[src/rtl/uart_rx_core_pkg.sv]
// Shared types and defaults for the 16x-oversampling UART receiver.
// The transmitter uses the same default divider and oversample rate.
package uart_rx_core_pkg;

   localparam int DEFAULT_CLOCKS_PER_TICK = 54;
   localparam int DEFAULT_OVERSAMPLE      = 16;
   localparam int DEFAULT_DATA_BITS       = 8;

   typedef enum logic [1:0] {
      ST_IDLE  = 2'd0,
      ST_START = 2'd1,
      ST_DATA  = 2'd2,
      ST_STOP  = 2'd3
   } rx_state_e;

   // Counter width for a 0..n-1 counter, never narrower than one bit
   function automatic int cnt_width(input int n);
      return (n > 2) ? $clog2(n) : 1;
   endfunction

endpackage

[src/rtl/uart_rx_tick_generator.sv]
// Oversample tick divider: one-cycle tick every CLOCKS_PER_TICK clocks.
// A synchronous clear restarts the phase so ticks line up with a start edge.
module uart_rx_tick_generator
   import uart_rx_core_pkg::*;
#(
   parameter int CLOCKS_PER_TICK = DEFAULT_CLOCKS_PER_TICK
) (
   input  logic clk,
   input  logic reset,
   input  logic clear,
   output logic tick
);

   localparam int            CW   = cnt_width(CLOCKS_PER_TICK);
   localparam logic [CW-1:0] LAST = CW'(CLOCKS_PER_TICK - 1);

   logic [CW-1:0] count_r;

   // Free-running divider with restart on clear
   always_ff @(posedge clk or negedge reset) begin
      if (!reset) begin
         count_r <= '0;
      end else if (clear) begin
         count_r <= '0;
      end else if (count_r == LAST) begin
         count_r <= '0;
      end else begin
         count_r <= count_r + CW'(1);
      end
   end

   assign tick = (count_r == LAST);

endmodule

[src/rtl/uart_rx_core.sv]
// 8N1 UART receiver with 16x oversampling, one-byte output register with
// valid/read handshake, sticky overrun and framing-error pulse.
module uart_rx_core
   import uart_rx_core_pkg::*;
#(
   parameter int CLOCKS_PER_TICK = DEFAULT_CLOCKS_PER_TICK,
   parameter int OVERSAMPLE      = DEFAULT_OVERSAMPLE,
   parameter int DATA_BITS       = DEFAULT_DATA_BITS
) (
   input  logic                 clk,
   input  logic                 reset,
   input  logic                 rx,
   input  logic                 data_read,
   output logic [DATA_BITS-1:0] data_out,
   output logic                 data_valid,
   output logic                 overrun,
   output logic                 framing_error,
   output logic                 busy
);

   localparam int            TW        = cnt_width(OVERSAMPLE);
   localparam int            BW        = cnt_width(DATA_BITS);
   localparam logic [TW-1:0] HALF_LAST = TW'(OVERSAMPLE / 2 - 1);
   localparam logic [TW-1:0] BIT_LAST  = TW'(OVERSAMPLE - 1);
   localparam logic [BW-1:0] LAST_BIT  = BW'(DATA_BITS - 1);

   logic                 sync1_r, sync2_r, rx_prev_r;
   logic                 rx_sync_s, start_s, tick_s, stop_centre_s, new_byte_s;
   rx_state_e            state_r;
   logic [TW-1:0]        tick_count_r;
   logic [BW-1:0]        bit_count_r;
   logic [DATA_BITS-1:0] shift_r;
   logic [DATA_BITS-1:0] data_out_r;
   logic                 data_valid_r, overrun_r, framing_error_r, busy_r;

   assign rx_sync_s     = sync2_r;
   // Falling edge only, so a line held low after a break cannot retrigger
   assign start_s       = (state_r == ST_IDLE) && rx_prev_r && !rx_sync_s;
   assign stop_centre_s = (state_r == ST_STOP) && tick_s && (tick_count_r == BIT_LAST);
   assign new_byte_s    = stop_centre_s && rx_sync_s;

   uart_rx_tick_generator #(
      .CLOCKS_PER_TICK(CLOCKS_PER_TICK)
   ) u_tick (
      .clk  (clk),
      .reset(reset),
      .clear(start_s),
      .tick (tick_s)
   );

   // Two-flop synchronizer plus one delayed copy for edge detection
   always_ff @(posedge clk or negedge reset) begin
      if (!reset) begin
         sync1_r   <= 1'b1;
         sync2_r   <= 1'b1;
         rx_prev_r <= 1'b1;
      end else begin
         sync1_r   <= rx;
         sync2_r   <= sync1_r;
         rx_prev_r <= sync2_r;
      end
   end

   // Frame FSM: start validation, data bit shifting, stop bit centre
   always_ff @(posedge clk or negedge reset) begin
      if (!reset) begin
         state_r      <= ST_IDLE;
         tick_count_r <= '0;
         bit_count_r  <= '0;
         shift_r      <= '0;
         busy_r       <= 1'b0;
      end else begin
         case (state_r)
            ST_IDLE: begin
               if (start_s) begin
                  state_r      <= ST_START;
                  tick_count_r <= '0;
                  bit_count_r  <= '0;
                  busy_r       <= 1'b1;
               end
            end
            ST_START: begin
               if (tick_s) begin
                  if (tick_count_r == HALF_LAST) begin
                     tick_count_r <= '0;
                     if (!rx_sync_s) begin
                        state_r <= ST_DATA;
                     end else begin
                        state_r <= ST_IDLE;
                        busy_r  <= 1'b0;
                     end
                  end else begin
                     tick_count_r <= tick_count_r + TW'(1);
                  end
               end
            end
            ST_DATA: begin
               if (tick_s) begin
                  if (tick_count_r == BIT_LAST) begin
                     tick_count_r <= '0;
                     shift_r      <= {rx_sync_s, shift_r[DATA_BITS-1:1]};
                     if (bit_count_r == LAST_BIT) begin
                        bit_count_r <= '0;
                        state_r     <= ST_STOP;
                     end else begin
                        bit_count_r <= bit_count_r + BW'(1);
                     end
                  end else begin
                     tick_count_r <= tick_count_r + TW'(1);
                  end
               end
            end
            ST_STOP: begin
               if (tick_s) begin
                  if (tick_count_r == BIT_LAST) begin
                     tick_count_r <= '0;
                     state_r      <= ST_IDLE;
                     busy_r       <= 1'b0;
                  end else begin
                     tick_count_r <= tick_count_r + TW'(1);
                  end
               end
            end
            default: begin
               state_r      <= ST_IDLE;
               tick_count_r <= '0;
               bit_count_r  <= '0;
               busy_r       <= 1'b0;
            end
         endcase
      end
   end

   // Output register, handshake and error flags
   always_ff @(posedge clk or negedge reset) begin
      if (!reset) begin
         data_out_r      <= '0;
         data_valid_r    <= 1'b0;
         overrun_r       <= 1'b0;
         framing_error_r <= 1'b0;
      end else begin
         framing_error_r <= stop_centre_s && !rx_sync_s;
         if (new_byte_s) begin
            data_out_r   <= shift_r;
            data_valid_r <= 1'b1;
            // A read in the load cycle consumes the old byte, so no overrun
            if (data_valid_r && !data_read) begin
               overrun_r <= 1'b1;
            end else if (data_read) begin
               overrun_r <= 1'b0;
            end
         end else if (data_read && data_valid_r) begin
            data_valid_r <= 1'b0;
            overrun_r    <= 1'b0;
         end
      end
   end

   assign data_out      = data_out_r;
   assign data_valid    = data_valid_r;
   assign overrun       = overrun_r;
   assign framing_error = framing_error_r;
   assign busy          = busy_r;

endmodule

[config.mk]
export PLATFORM = sky130hd
export DESIGN_NAME = uart_rx_core
export DESIGN_NICKNAME = d
export VERILOG_FILES = /design/src/rtl/uart_rx_core_pkg.sv /design/src/rtl/uart_rx_tick_generator.sv /design/src/rtl/uart_rx_core.sv
export SDC_FILE = /design/constraint.sdc
export NUM_CORES = 1
export LEC_CHECK = 0
export ABC_AREA = 1
export BUFFER_PORTS_ARGS = -buffer_cell sky130_fd_sc_hd__buf_2
export CORE_MARGIN = 1.5
export CORE_UTILIZATION = 50
export DETAILED_ROUTE_END_ITERATION = 8
export PLACE_DENSITY = 0.71
export SETUP_SLACK_MARGIN = 0.05
export SLEW_MARGIN = 20
export SYNTH_ARGS = -nofsm -noshare
export SYNTH_HDL_FRONTEND = slang
export SYNTH_SLANG_ARGS = --single-unit
[constraint.sdc]
create_clock -name clk -period 3.8 [get_ports clk]
set_clock_uncertainty 0.15 [all_clocks]
set_input_delay 0 -clock clk [delete_from_list [all_inputs] [get_ports clk]]
set_output_delay 0 -clock clk [all_outputs]
set_load 0.01 [all_outputs]
==> flow_metrics.tcl <==
set metrics [dict create \
    rows 21 \
    grt-ovfl-total 0 \
    synthArstFlopShare 1.00 \
    leakage_nw 0.996 \
    fin_crit_sh 0.479 \
    required_ns 3.89 \
    fp.dieH_um 62.1 \
    worstPathArrival_ns 1.91 \
    syn-num-nets 190 \
    synth.most_common_cell "nand2_1" \
    synth_area_sq_mm 0.00174 \
    grt_max_degree 39 \
    slew_viol_final 0 \
    yosys_warnings 0 \
    io_pins 16 \
    hpwlAfterDp_um 2100 \
    grt_use_total 0.184 \
    cts_buffers 5 \
    synth_edf_count 0 \
    htreeDepth 2 \
    synth-seq-cells 38 \
    synthCells 181 \
    drt-wirelength-per-cell_um 11.7 \
    grt_pass1_wl_um 5160 \
    cts.sinks 38 \
    port_buffers 15 \
    die_w_um 62.1 \
    drt-initial-drc-count 28 \
    fin_cells 251 \
    dp_cells 240 \
    crit_path_end_kind "flip-flop" \
    fmaxAchievable_mhz 549 \
    area.growth.synth_to_final_pct 14.4 \
    clock-root-buffer "clkbuf_4" \
    power.density_cell_area_mw_per_mm2 551 \
    pwr-share-comb 0.214 \
    sw_frac_of_total 0.305 \
    hp-class "primary input to async pin" \
    die_area_sq_mm 0.00385 \
    core-area_sq_mm 0.00334 \
    cp-start-kind "flip-flop" \
    synth_top_area_cell "dfrtp_1" \
    vias 1253 \
    n_antenna_cell 0 \
    power_frac_clock 0.318 \
    syn_area_per_cell_sq_um 9.64 \
    vias_per_cell 4.99 \
    drv_cap 0 \
    synth_common_cells "nand2_1, dfrtp_1, inv_1" \
    worst_pin_slew_ns 0.812 \
    post-route-drc-count 0 \
    seq_area_frac_synth 0.547 \
    drive_above_1_share 0.210 \
    rsz0062_at_grt "false" \
    slew_headroom 0.459 \
    ant_nets 0 \
    status "finished, final reports clean" \
    cts_tree "built" \
    synth_cell_type_count 26 \
    cts_buffer_depth 2 \
    hold_viol 0 \
    nNetsFinal 213 \
    switchingPower_mw 0.335 \
    clkTransAtPathRegs_ns 0.10 \
    clk_latency_ns 0.34 \
    routed_wl_um 2950 \
    synth-main-ff-cell "dfrtp_1" \
    seqPwrFrac 0.468 \
    grt_pass1_vias 1208 \
    synth_area_leaders "dfrtp_1, nand2_1, inv_1" \
    period_needed_ns 1.82 \
    finalSetupViolCount 0 \
    worstPathMaxFanout 17 \
    antenna_found_initial 0 \
    path_class "flip-flop to flip-flop" \
    tns_ns 0 \
    drtPass1Iterations 4 \
    initial_core_util 0.523 \
    intPower_mw 0.764 \
    routabilityCongestion 0.825 \
    synth.top_cell.area_share 0.502 \
    max-vdd-ir-drop_v 0.000376 \
]
## final cells by class
cell class	instances	area, sq um
Fill cell	288	1340
Sequential cell	38	955
Multi-Input combinational cell	118	681
Timing Repair Buffer	18	105
Inverter	23	86.3
Clock inverter	2	60.1
Tap cell	46	57.6
Clock buffer	6	51.3
## through the flow
step	area [sq um]	worst slack [ns]	total power [mW]	hold WS [ns]	util
2_1_floorplan	1740	2.21	0.695	-0.446	-
3_3_place_gp	1850	2.06	0.737	-0.0437	0.556
3_5_place_dp	1850	1.99	0.754	-0.0438	0.556
4_1_cts	2000	1.96	1.11	0.139	0.598
5_1_grt	2000	1.81	1.18	0.125	0.598
6_report	2000	1.98	1.10	0.127	0.598
## critical path, stage by stage (launching register included)
cell     delay (ns)
dfrtp_1        0.41
ha_1           0.21
nand3_1        0.13
inv_1          0.22
nand3_4        0.22
nand2_1        0.18
inv_1          0.09
nand2_1        0.07
nand2_1        0.06
## kinds of logic (layout without fill, tap and decap cells)
family,after synthesis,after routing,synth area share
AOI/OAI and AO/OA,25,25,0.0904
and+or+nand+nor,84,84,0.243
adders and majority gates,5,5,0.0359
muxes,1,1,0.00574
DFF,38,38,0.547
buffers and inverters,25,49,0.0624
xor gates and xnor gates,3,3,0.0151
## flip-flops by register name, summed over array words and instances (netlist names), named ones only
name,cells
tick_count_r,4
overrun,1
bit_count_r,3
rx_prev_r,1
state_r,1
shift_r,8
rx_sync_s,1
data_valid,1
framing_error,1
u_tick.count_r,6
data_out,8
sync1_r,1
busy,1
## path summary, 6_finish.rpt
kind                                  from              to  slack (ns)  cells past startpoint
min                                  reset      state_r[0]        0.13                      2
max in group asynchronous            reset     data_out[6]        2.86                      2
min in group clk                        rx         sync1_r        0.16                      2
max                        tick_count_r[0]  bit_count_r[1]        1.98                      8
min reg2reg                        sync1_r       rx_sync_s        0.22                      0
max reg2reg                tick_count_r[0]  bit_count_r[1]        1.98                      8
## timing repair
item | CTS | global route
resized for setup | 0 | 0
hold buffers | 3 | 0
setup buffers | 0 | 0
endpoints found under the hold margin | 38 | 0
## layout by cell type, fill, tap and decap left out, types with 3 or more instances in the layout
cell	count
clkbuf_4	5
o21ai_2	8
o21ai_0	5
inv_1	23
dlygate4sd3_1	3
nand2_1	38
nor2_1	19
ha_1	5
o21ai_1	9
dfstp_2	3
nand3_1	14
buf_2	15
dfrtp_1	35
## layer usage
| metal | GRT usage | share of wire |
|---|---|---|
| met5 | 0 | 0 |
| met4 | 0.0821 | 0.018 |
| met3 | 0.0373 | 0.035 |
| met2 | 0.317 | 0.49 |
| met1 | 0.221 | 0.45 |
## power by group through the flow
stage | combinational, mW | clock (mW) | sequential, mW
after global placement | 0.221 | 0 | 0.516
after detailed placement | 0.232 | 0 | 0.522
after floorplan | 0.185 | 0 | 0.510
after global routing | 0.277 | 0.377 | 0.523
after CTS | 0.237 | 0.360 | 0.513
final | 0.235 | 0.350 | 0.515
Note: power is estimated with default switching activity, not from simulation.
